[config.mk]
export PLATFORM = sky130hd
export DESIGN_NAME = div_seq_ctrl_flat
export DESIGN_NICKNAME = d
export VERILOG_FILES = /design/src/rtl/div_seq_ctrl_if.sv /design/src/rtl/div_seq_ctrl.sv /design/src/flat_wrapper.sv
export SDC_FILE = /design/constraint.sdc
export NUM_CORES = 1
export LEC_CHECK = 0
export ABC_AREA = 1
export CORE_ASPECT_RATIO = 1.1
export CORE_MARGIN = 1.5
export CORE_UTILIZATION = 55
export CTS_CLUSTER_DIAMETER = 80
export DETAILED_ROUTE_END_ITERATION = 16
export PLACE_DENSITY = 0.87
export SETUP_SLACK_MARGIN = 0.4
export SLEW_MARGIN = 10
export SYNTH_ARGS = -nofsm -noshare
export SYNTH_HDL_FRONTEND = slang
export SYNTH_SLANG_ARGS = --single-unit
[constraint.sdc]
create_clock -name clk -period 4.9 [get_ports clk]
set_input_delay 1.47 -clock clk [delete_from_list [all_inputs] [get_ports clk]]
set_output_delay 1.47 -clock clk [all_outputs]
set_load 0.01 [all_outputs]
[src/rtl/div_seq_ctrl_if.sv]
`timescale 1ns/1ps
// div_seq_ctrl_if: request/response handshake, pipeline stall and divider
// launch/result signals between the execute stage, the shared iterative
// divider and the division sequencer.
//   slave  : view of the sequencer (serves requests, launches the divider)
//   master : view of the surroundings (execute stage plus divider)
interface div_seq_ctrl_if #(
  parameter int XLEN = 32
);
  logic            req_valid;
  logic            req_ready;
  logic [1:0]      req_op;
  logic [XLEN-1:0] req_a;
  logic [XLEN-1:0] req_b;
  logic            rsp_valid;
  logic            rsp_ready;
  logic [XLEN-1:0] rsp_data;
  logic            stall;
  logic            div_start;
  logic [XLEN-1:0] div_x;
  logic [XLEN-1:0] div_y;
  logic            div_busy;
  logic            div_done;
  logic [XLEN-1:0] div_q;
  logic [XLEN-1:0] div_r;
  logic            div_dbz;

  modport slave (
    input  req_valid, req_op, req_a, req_b, rsp_ready,
    input  div_busy, div_done, div_q, div_r, div_dbz,
    output req_ready, rsp_valid, rsp_data, stall,
    output div_start, div_x, div_y
  );

  modport master (
    output req_valid, req_op, req_a, req_b, rsp_ready,
    output div_busy, div_done, div_q, div_r, div_dbz,
    input  req_ready, rsp_valid, rsp_data, stall,
    input  div_start, div_x, div_y
  );
endinterface

[src/rtl/div_seq_ctrl.sv]
`timescale 1ns/1ps
// div_seq_ctrl: sequencer between the execute stage and the shared iterative
// unsigned divider for RISC-V DIV/DIVU/REM/REMU. Signed operands are converted
// to magnitudes, divide-by-zero and signed overflow are answered without the
// divider, and the divider result is sign-corrected before being returned.
// Optional feature macro DIV_REM_FUSE_EN: remembers the last divided operand
// pair so the quotient/remainder partner request is answered without the
// divider.
module div_seq_ctrl #(
  parameter int XLEN = 32
) (
  input  logic          clk,
  input  logic          reset,
  div_seq_ctrl_if.slave bus
);

  typedef enum logic [2:0] {
    IDLE   = 3'd0,
    LAUNCH = 3'd1,
    WAIT   = 3'd2,
    FIX    = 3'd3,
    RESP   = 3'd4
  } state_t;

  localparam logic [XLEN-1:0] ZERO    = {XLEN{1'b0}};
  localparam logic [XLEN-1:0] ONES    = {XLEN{1'b1}};
  localparam logic [XLEN-1:0] ONE     = {{(XLEN-1){1'b0}}, 1'b1};
  localparam logic [XLEN-1:0] MIN_NEG = {1'b1, {(XLEN-1){1'b0}}};

  // Two's-complement negate; the most negative value maps onto itself.
  function automatic logic [XLEN-1:0] neg_f(input logic [XLEN-1:0] v);
    return ~v + ONE;
  endfunction

  state_t          state_r;
  logic            rdy_en_r;
  logic            rsp_valid_r;
  logic            stall_r;
  logic            div_start_r;
  logic            rem_r;
  logic            neg_a_r;
  logic            neg_b_r;
  logic [XLEN-1:0] rsp_data_r;
  logic [XLEN-1:0] div_x_r;
  logic [XLEN-1:0] div_y_r;
  logic [XLEN-1:0] q_raw_r;
  logic [XLEN-1:0] r_raw_r;

  logic            req_ready_s;
  logic            signed_s;
  logic            rem_s;
  logic            neg_a_s;
  logic            neg_b_s;
  logic            dbz_s;
  logic            ovf_s;
  logic            fuse_hit_s;
  logic [XLEN-1:0] abs_a_s;
  logic [XLEN-1:0] abs_b_s;
  logic [XLEN-1:0] spec_data_s;
  logic [XLEN-1:0] fuse_data_s;
  logic [XLEN-1:0] fix_q_s;
  logic [XLEN-1:0] fix_r_s;

`ifdef DIV_REM_FUSE_EN
  logic            signed_r;
  logic [XLEN-1:0] a_r;
  logic [XLEN-1:0] b_r;
  logic            tag_valid_r;
  logic            tag_signed_r;
  logic            tag_rem_r;
  logic [XLEN-1:0] tag_a_r;
  logic [XLEN-1:0] tag_b_r;
  logic [XLEN-1:0] tag_q_r;
  logic [XLEN-1:0] tag_r_r;
`endif

  // Ready only in IDLE (registered enable) and only while the shared divider is free.
  assign req_ready_s   = rdy_en_r & ~bus.div_busy;
  assign bus.req_ready = req_ready_s;
  assign bus.rsp_valid = rsp_valid_r;
  assign bus.rsp_data  = rsp_data_r;
  assign bus.stall     = stall_r;
  assign bus.div_start = div_start_r;
  assign bus.div_x     = div_x_r;
  assign bus.div_y     = div_y_r;

  // Request decode (signs, magnitudes, special cases) and result sign fix-up.
  always_comb begin
    signed_s    = ~bus.req_op[0];
    rem_s       = bus.req_op[1];
    neg_a_s     = signed_s & bus.req_a[XLEN-1];
    neg_b_s     = signed_s & bus.req_b[XLEN-1];
    abs_a_s     = neg_a_s ? neg_f(bus.req_a) : bus.req_a;
    abs_b_s     = neg_b_s ? neg_f(bus.req_b) : bus.req_b;
    dbz_s       = (bus.req_b == ZERO);
    ovf_s       = signed_s && (bus.req_a == MIN_NEG) && (bus.req_b == ONES);
    spec_data_s = ZERO;
    if (dbz_s) begin
      spec_data_s = rem_s ? bus.req_a : ONES;
    end else if (ovf_s) begin
      spec_data_s = rem_s ? ZERO : bus.req_a;
    end else begin
      spec_data_s = ZERO;
    end
`ifdef DIV_REM_FUSE_EN
    fuse_hit_s  = tag_valid_r && (bus.req_a == tag_a_r) && (bus.req_b == tag_b_r) &&
                  (signed_s == tag_signed_r) && (rem_s != tag_rem_r);
    fuse_data_s = rem_s ? tag_r_r : tag_q_r;
`else
    fuse_hit_s  = 1'b0;
    fuse_data_s = ZERO;
`endif
    // Sign flags are zero for unsigned ops, so DIVU/REMU pass through raw.
    fix_q_s     = (neg_a_r ^ neg_b_r) ? neg_f(q_raw_r) : q_raw_r;
    fix_r_s     = neg_a_r ? neg_f(r_raw_r) : r_raw_r;
  end

  // Sequencer FSM with all outputs registered.
  always_ff @(posedge clk) begin
    if (reset) begin
      state_r     <= IDLE;
      rdy_en_r    <= 1'b0;
      rsp_valid_r <= 1'b0;
      rsp_data_r  <= ZERO;
      stall_r     <= 1'b0;
      div_start_r <= 1'b0;
      div_x_r     <= ZERO;
      div_y_r     <= ZERO;
      rem_r       <= 1'b0;
      neg_a_r     <= 1'b0;
      neg_b_r     <= 1'b0;
      q_raw_r     <= ZERO;
      r_raw_r     <= ZERO;
`ifdef DIV_REM_FUSE_EN
      signed_r     <= 1'b0;
      a_r          <= ZERO;
      b_r          <= ZERO;
      tag_valid_r  <= 1'b0;
      tag_signed_r <= 1'b0;
      tag_rem_r    <= 1'b0;
      tag_a_r      <= ZERO;
      tag_b_r      <= ZERO;
      tag_q_r      <= ZERO;
      tag_r_r      <= ZERO;
`endif
    end else begin
      case (state_r)
        IDLE: begin
          if (bus.req_valid && req_ready_s) begin
            rdy_en_r <= 1'b0;
            stall_r  <= 1'b1;
            rem_r    <= rem_s;
            neg_a_r  <= neg_a_s;
            neg_b_r  <= neg_b_s;
`ifdef DIV_REM_FUSE_EN
            signed_r <= signed_s;
            a_r      <= bus.req_a;
            b_r      <= bus.req_b;
`endif
            if (dbz_s || ovf_s) begin
              rsp_data_r  <= spec_data_s;
              rsp_valid_r <= 1'b1;
              state_r     <= RESP;
`ifdef DIV_REM_FUSE_EN
              tag_valid_r <= 1'b0;
`endif
            end else if (fuse_hit_s) begin
              rsp_data_r  <= fuse_data_s;
              rsp_valid_r <= 1'b1;
              state_r     <= RESP;
            end else begin
              div_x_r     <= abs_a_s;
              div_y_r     <= abs_b_s;
              div_start_r <= 1'b1;
              state_r     <= LAUNCH;
            end
          end else begin
            rdy_en_r <= 1'b1;
          end
        end
        LAUNCH: begin
          div_start_r <= 1'b0;
          state_r     <= WAIT;
        end
        WAIT: begin
          if (bus.div_done && !bus.div_busy) begin
            q_raw_r <= bus.div_q;
            r_raw_r <= bus.div_r;
            state_r <= FIX;
          end
        end
        FIX: begin
          rsp_data_r  <= rem_r ? fix_r_s : fix_q_s;
          rsp_valid_r <= 1'b1;
          state_r     <= RESP;
`ifdef DIV_REM_FUSE_EN
          tag_valid_r  <= 1'b1;
          tag_signed_r <= signed_r;
          tag_rem_r    <= rem_r;
          tag_a_r      <= a_r;
          tag_b_r      <= b_r;
          tag_q_r      <= fix_q_s;
          tag_r_r      <= fix_r_s;
`endif
        end
        RESP: begin
          if (bus.rsp_ready) begin
            rsp_valid_r <= 1'b0;
            stall_r     <= 1'b0;
            state_r     <= IDLE;
          end
        end
        default: begin
          state_r     <= IDLE;
          rdy_en_r    <= 1'b0;
          rsp_valid_r <= 1'b0;
          stall_r     <= 1'b0;
          div_start_r <= 1'b0;
        end
      endcase
    end
  end

endmodule

[src/flat_wrapper.sv]
// flat-port wrapper written by rule: the top's interface ports become plain ports
module div_seq_ctrl_flat 
#(
  parameter int XLEN = 32
)
  (clk, reset, bus_req_valid, bus_req_op, bus_req_a, bus_req_b, bus_rsp_ready, bus_div_busy, bus_div_done, bus_div_q, bus_div_r, bus_div_dbz, bus_req_ready, bus_rsp_valid, bus_rsp_data, bus_stall, bus_div_start, bus_div_x, bus_div_y);
  div_seq_ctrl_if #(.XLEN(XLEN)) bus_i ();
  input  logic clk;
  input  logic reset;
  input wire logic [$bits(bus_i.req_valid)-1:0] bus_req_valid;
  input wire logic [$bits(bus_i.req_op)-1:0] bus_req_op;
  input wire logic [$bits(bus_i.req_a)-1:0] bus_req_a;
  input wire logic [$bits(bus_i.req_b)-1:0] bus_req_b;
  input wire logic [$bits(bus_i.rsp_ready)-1:0] bus_rsp_ready;
  input wire logic [$bits(bus_i.div_busy)-1:0] bus_div_busy;
  input wire logic [$bits(bus_i.div_done)-1:0] bus_div_done;
  input wire logic [$bits(bus_i.div_q)-1:0] bus_div_q;
  input wire logic [$bits(bus_i.div_r)-1:0] bus_div_r;
  input wire logic [$bits(bus_i.div_dbz)-1:0] bus_div_dbz;
  output wire logic [$bits(bus_i.req_ready)-1:0] bus_req_ready;
  output wire logic [$bits(bus_i.rsp_valid)-1:0] bus_rsp_valid;
  output wire logic [$bits(bus_i.rsp_data)-1:0] bus_rsp_data;
  output wire logic [$bits(bus_i.stall)-1:0] bus_stall;
  output wire logic [$bits(bus_i.div_start)-1:0] bus_div_start;
  output wire logic [$bits(bus_i.div_x)-1:0] bus_div_x;
  output wire logic [$bits(bus_i.div_y)-1:0] bus_div_y;
  assign bus_i.req_valid = bus_req_valid;
  assign bus_i.req_op = bus_req_op;
  assign bus_i.req_a = bus_req_a;
  assign bus_i.req_b = bus_req_b;
  assign bus_i.rsp_ready = bus_rsp_ready;
  assign bus_i.div_busy = bus_div_busy;
  assign bus_i.div_done = bus_div_done;
  assign bus_i.div_q = bus_div_q;
  assign bus_i.div_r = bus_div_r;
  assign bus_i.div_dbz = bus_div_dbz;
  assign bus_req_ready = bus_i.req_ready;
  assign bus_rsp_valid = bus_i.rsp_valid;
  assign bus_rsp_data = bus_i.rsp_data;
  assign bus_stall = bus_i.stall;
  assign bus_div_start = bus_i.div_start;
  assign bus_div_x = bus_i.div_x;
  assign bus_div_y = bus_i.div_y;
  div_seq_ctrl #(.XLEN(XLEN)) u_core (.clk(clk), .reset(reset), .bus(bus_i));
endmodule
==> impl_metrics.json, run 1 <==
{
  "min_path_type": "register to register",
  "tightest_slew_ps": 763,
  "fin_tns_setup_ps": 0,
  "fin_hold_ws_ps": 469,
  "core_um2": 18400,
  "ys_types": 49,
  "syn_nets": 1760,
  "hpwl_um": 28500,
  "rsz0062_at_grt": "no",
  "drt-total-wl_um": 37700,
  "die_w_um": 134,
  "synth_top_cell_area_share_pct": 32.9,
  "routabilityCongestion": 0.993,
  "clock-sinks": 170,
  "ys.flop_type": "dfxtp_1",
  "routedWlPerCell_um": 18.2,
  "synth_enable_flop_cells": 0,
  "grt_usage_pct": 37.9,
  "power_density_nw_per_um2": 392,
  "chipHeight_um": 147,
  "root_buffer": "clkbuf_16",
  "synth_async_sr_flop_share_pct": 0,
  "crit_path_end_kind": "primary output",
  "netlist_area_um2": 10300,
  "drt-initial-drc-count": 1179,
  "hold_violations": 0,
  "nNetsFinal": 1956,
  "cp.required_ps": 3430,
  "grt-ovfl-total": 0,
  "p_leak_nw": 5.66,
  "setup_viol": 0,
  "period_share_pct": 83.3,
  "drc": 0,
  "first_global_vias": 11400,
  "yosys.area.top_type": "dfxtp_1",
  "antenna_found_initial": 1,
  "grt-busiest-layer": "met2",
  "synth.area.top_cells": "dfxtp_1 (33%), nand2_1 (11%), o21ai_0 (10%)",
  "grtUsageMet2_pct": 65.6,
  "path_max_fanout": 3,
  "synthCells": 1618,
  "relSlewSlack_pct": 48.6,
  "clk_latency_ps": 440,
  "grt_util_met3_pct": 6.97,
  "pin_count": 237,
  "h-tree-depth": 4,
  "maxCapViolCount": 0,
  "grt_pass1_wl_um": 58700,
  "cts_tree": "yes",
  "start_util_pct": 56.2,
  "avgSynthCellArea_um2": 6.39,
  "fp-row-count": 52,
  "via_per_inst": 5.84,
  "crit_arrival_ps": 2610,
  "ctsHoldBuffers": 0,
  "clk_pin_slew_worst_paths_ps": 70,
  "clockBufferDepth": 2,
  "vias": 12100,
  "area_growth_pct": 29.6,
  "cts-resized-gates": 0,
  "yosysSeqAreaShare_pct": 32.9,
  "crit_path_start_kind": "primary input",
  "cts-buffers-inserted": 17,
  "grt_max_degree": 62,
  "io_buffers": 235,
  "drtPass1Iterations": 6,
  "ant_nets": 0,
  "layout-drive-gt1-share_pct": 6.08,
  "postCtsSetupRepairBufs": 0,
  "crit_type": "primary input to primary output",
  "final_max_slew_viol_count": 0,
  "skew_ps": 8.72,
  "status": "finished, final reports clean",
  "dieArea_um2": 19600,
  "finalPower_mw": 5.25,
  "use_met1_pct": 44.3,
  "finalWorstPathRequiredPeriod_ps": 4080,
  "fmax_ghz": 0.245,
  "ys_warn_count": 0,
  "vdd_drop_max_uv": 272,
  "ys_seq_elements": 170
}
## flip-flops by register name, summed over array words and instances (netlist names)
register and count:
u_core.bus.div_start 1, u_core.bus.div_x 32, u_core.bus.div_y 32, u_core.bus.rsp_data 32, u_core.bus.rsp_valid 1, u_core.bus.stall 1
u_core.neg_a_r 1, u_core.neg_b_r 1, u_core.q_raw_r 32, u_core.r_raw_r 32, u_core.rdy_en_r 1, u_core.rem_r 1
u_core.state_r 3
## per-layer routing
layer | vias up | wire [µm]
met5 | - | 0
met4 | 0 | 2010
met3 | 132 | 3130
met2 | 638 | 18200
met1 | 5503 | 14400
li1 | 5816 | -
## power by group
part           switching [mW]  internal (mW)  total, mW
Clock                   0.637          0.705       1.34
Combinational            1.30          0.836       2.14
Sequential              0.159           1.61       1.77
Total                    2.10           3.15       5.25
## synthesized netlist by cell type, types with 4 or more instances
master,instances
or2_2,5
o21ai_1,22
o211ai_1,21
xor2_1,29
buf_2,14
nand2_1,300
inv_2,4
nand3b_1,6
ha_1,5
xnor2_1,15
nor2_1,234
nor3_1,19
o21a_1,4
inv_1,108
nor3_2,4
a21oi_1,155
nor2_2,10
nand3_1,140
nor2_4,5
o21ai_0,210
clkbuf_1,57
a21oi_2,8
nand2_2,10
nand4_1,26
dfxtp_1,170
## through the flow
stage                     area (µm²)  cells  setup WS [ps]  utilization (%)
after floorplan                10300   1618           1760                -
after global placement         12800   2038            689             69.7
after detailed placement       12800   2038            584             69.7
after CTS                      13400   2070            810             72.8
after global routing           13400   2071            751             72.8
final                          13400   2071            820             72.8
## path summary, 6_finish.rpt
path	start	endpoint	slack (ps)	cells past startpoint
worst min-delay path	u_core.bus.rsp_valid	u_core.bus.rsp_valid	470	2
worst min register to register	u_core.bus.rsp_valid	u_core.bus.rsp_valid	470	2
worst max-delay path	bus_div_busy	bus_req_ready	820	3
worst max register to register	u_core.neg_a_r	u_core.bus.rsp_data[20]	2260	13
## cell type report
type | count | area (µm²)
Fill cell | 1655 | 5010
Sequential cell | 170 | 3400
Clock buffer | 20 | 467
Timing Repair Buffer | 256 | 2530
Multi-Input combinational cell | 1253 | 6150
Inverter | 116 | 438
Clock inverter | 12 | 106
Antenna cell | 1 | 2.50
Tap cell | 243 | 304
## layout by cell type (no fill, tap or decap), types with 6 or more instances in the layout
master           instances
nand3b_1                 6
nand3_1                140
dfxtp_1                170
a21oi_1                155
nand2_1                300
nand2_2                 10
a21oi_2                  8
nor2_2                  11
inv_1                  107
o21ai_1                 22
nor2_1                 233
buf_4                   19
nand4_1                 26
xnor2_1                 15
clkbuf_16               17
clkdlybuf4s50_1        235
nor3_1                  19
o211ai_1                21
xor2_1                  29
o21ai_0                210
## logic make-up (layout without fill, tap and decap cells)
kind of cell	count (synthesis)	after routing	synth area share, %
XOR/XNOR	44	44	3.73
AND/OR/NAND/NOR	773	773	33.1
AO/OA/AOI/OAI	431	431	22.0
buffers and inverters	195	404	7.67
flip-flops	170	170	32.9
other	0	1	0
adder cells (fa/ha/maj)	5	5	0.605
## worst max-delay path: stages
cell             delay (ps)
clkdlybuf4s50_1         440
nor2_1                  150
clkdlybuf4s50_1         550
(Power assumes the default switching activity.)
==> run 2: changes to the inputs <==
- CORE_UTILIZATION: 55 -> 51
- PLACE_DENSITY: 0.87 -> 0.81
- clock period: 4.9 -> 3.83 ns (I/O delays scaled with it)
==> impl_metrics.json, run 2 (synthesis gave the netlist of run 1 again) <==
{
  "antenna_found_initial": 1,
  "fmax_ghz": 0.305,
  "cell_internal_pwr_mw": 4.08,
  "switching_share_pct": 39.0,
  "start_util_pct": 52.1,
  "die_w_um": 139,
  "status": "finished, final reports clean",
  "fillerInstances": 1839,
  "clockBufferDepth": 2,
  "crit_arrival_ps": 3610,
  "nNetsFinal": 1964,
  "dpl_worst_slack_ps": 55.7,
  "fin_hold_ws_ps": 468,
  "chipHeight_um": 152,
  "cts-buffers-inserted": 17,
  "final-seq-area_um2": 3400,
  "crit_type": "primary input to register",
  "p_sw_mw": 2.61,
  "reg2reg_from": "u_core.neg_a_r",
  "tightest_slew_ps": 1010,
  "layout_common_cells": "nand2_1 (300), clkdlybuf4s50_1 (234), nor2_1 (233)",
  "relSlewSlack_pct": 32.4,
  "hold_violations": 0,
  "skew_ps": 11.1,
  "pwr-share-seq_pct": 34.0,
  "vias": 11800,
  "period_share_pct": 85.7,
  "layout-drive-gt1-share_pct": 6.32,
  "vdd_drop_max_uv": 321,
  "fp-row-count": 54,
  "rsz0062_at_grt": "no",
  "cts_tree": "yes",
  "power_density_nw_per_um2": 496,
  "min_path_type": "register to register",
  "layout_commonest_cell": "nand2_1",
  "grt_usage_pct": 34.9,
  "root_buffer": "clkbuf_16",
  "drc": 0,
  "io_buffers": 235,
  "finalNonFillerCells": 2087,
  "area_growth_pct": 30.5,
  "via_per_inst": 5.65,
  "grt_pass1_wl_um": 59100,
  "finalWorstPathRequiredPeriod_ps": 3280,
  "drt-total-wl_um": 38000,
  "routabilityCongestion": 1.05,
  "crit_path_end_kind": "register",
  "placed_cells": 2054,
  "p_clk_share_pct": 25.3,
  "setup_viol": 0,
  "setup_slack_ps": 547,
  "p_comb_share_pct": 40.8,
  "ant_nets": 0,
  "core_um2": 19900,
  "hp-start": "u_core.rdy_en_r",
  "clock-sinks": 170,
  "crit_path_start": "bus_req_a[0]",
  "clk_latency_ps": 450,
  "h-tree-depth": 4,
  "p_leak_nw": 5.71,
  "final_max_slew_viol_count": 0,
  "pin_count": 237,
  "routedWlPerCell_um": 18.2,
  "multi_input_area_um2": 6150,
  "dieArea_um2": 21100,
  "drt-initial-drc-count": 970,
  "crit_path_start_kind": "primary input",
  "fin_tns_setup_ps": 0,
  "clk_pin_slew_worst_paths_ps": 70,
  "hpwl_um": 28700,
  "drtPass1Iterations": 6,
  "maxCapViolCount": 0,
  "postCtsSetupRepairBufs": 0,
  "finalPower_mw": 6.69,
  "path_max_fanout": 57,
  "grt_max_degree": 114,
  "first_global_vias": 11200,
  "grt-ovfl-total": 0,
  "cp.required_ps": 4150
}
[run 2: cell count changes in the layout (fill, tap and decap cells not counted), sizes merged]
| cell | previous run | this run |
|---|---|---|
| clkbuf | 20 | 21 |
| buf | 21 | 28 |
| bufinv | 0 | 1 |
| dlygate4sd2 | 0 | 1 |
| inv | 116 | 114 |
| clkdlybuf4s50 | 235 | 234 |
[run 2: final cells by class]
class / count / share of cell area, %
Inverter: 116 / 3.24
Multi-Input combinational cell: 1253 / 45.5
Sequential cell: 170 / 25.2
Clock buffer: 20 / 3.31
Timing Repair Buffer: 264 / 19.5
Antenna cell: 1 / 0.0185
Clock inverter: 11 / 0.844
Tap cell: 252 / 2.34
[run 2: critical path: stages]
cell             delay [ps]
clkdlybuf4s50_1         580
inv_1                   100
ha_1                    230
nand2_2                 120
nor2_4                   60
nand3_2                 100
nor2_2                   70
nand3_4                 120
nand3_4                 140
inv_2                   160
buf_16                  240
o21ai_0                 130
a21oi_1                 290
nor2_1                   80
[run 2: per-layer routing]
metal,up-vias,share of wire [%],GRT usage [%]
met5,-,0,0
met4,0,4.4,16.6
met3,96,7.0,6.66
met2,492,49,61.0
met1,5384,40,41.0
li1,5820,-,-
[run 2: power groups by stage]
stage | Sequential (mW) | Combinational, mW | Clock [mW]
2_1_floorplan | 2.34 | 1.54 | 0
3_3_place_gp | 2.30 | 2.63 | 0
3_5_place_dp | 2.30 | 2.66 | 0
4_1_cts | 2.27 | 2.67 | 1.70
5_1_grt | 2.30 | 3.00 | 1.77
6_report | 2.27 | 2.73 | 1.69
[run 2: metrics by stage]
stage,utilization (%),cell area [µm²]
after floorplan,-,10300
after global placement,65.0,12900
after detailed placement,65.0,12900
after CTS,67.8,13500
after global routing,68.0,13500
final,68.0,13500
[run 2: what timing repair did]
action                     in CTS  in global routing
setup endpoints to repair       1                  1
resized for setup               1                  1
hold buffers                    0                  0
cloned                          0                  1
[run 2: worst paths after layout]
| check | cells after the start | to | slack (ps) |
|---|---|---|---|
| worst max register to register | 11 | u_core.bus.rsp_data[20] | 1400 |
| worst min-delay path | 2 | u_core.rdy_en_r | 470 |
| worst max-delay path | 14 | u_core.bus.div_x[29] | 550 |
| worst min register to register | 2 | u_core.rdy_en_r | 470 |
==> run 3: changes to the inputs <==
- SLEW_MARGIN: 10 -> unset
==> results of run 3 <==
Same layout as run 2: the final DEF is identical, and so are final timing and power.
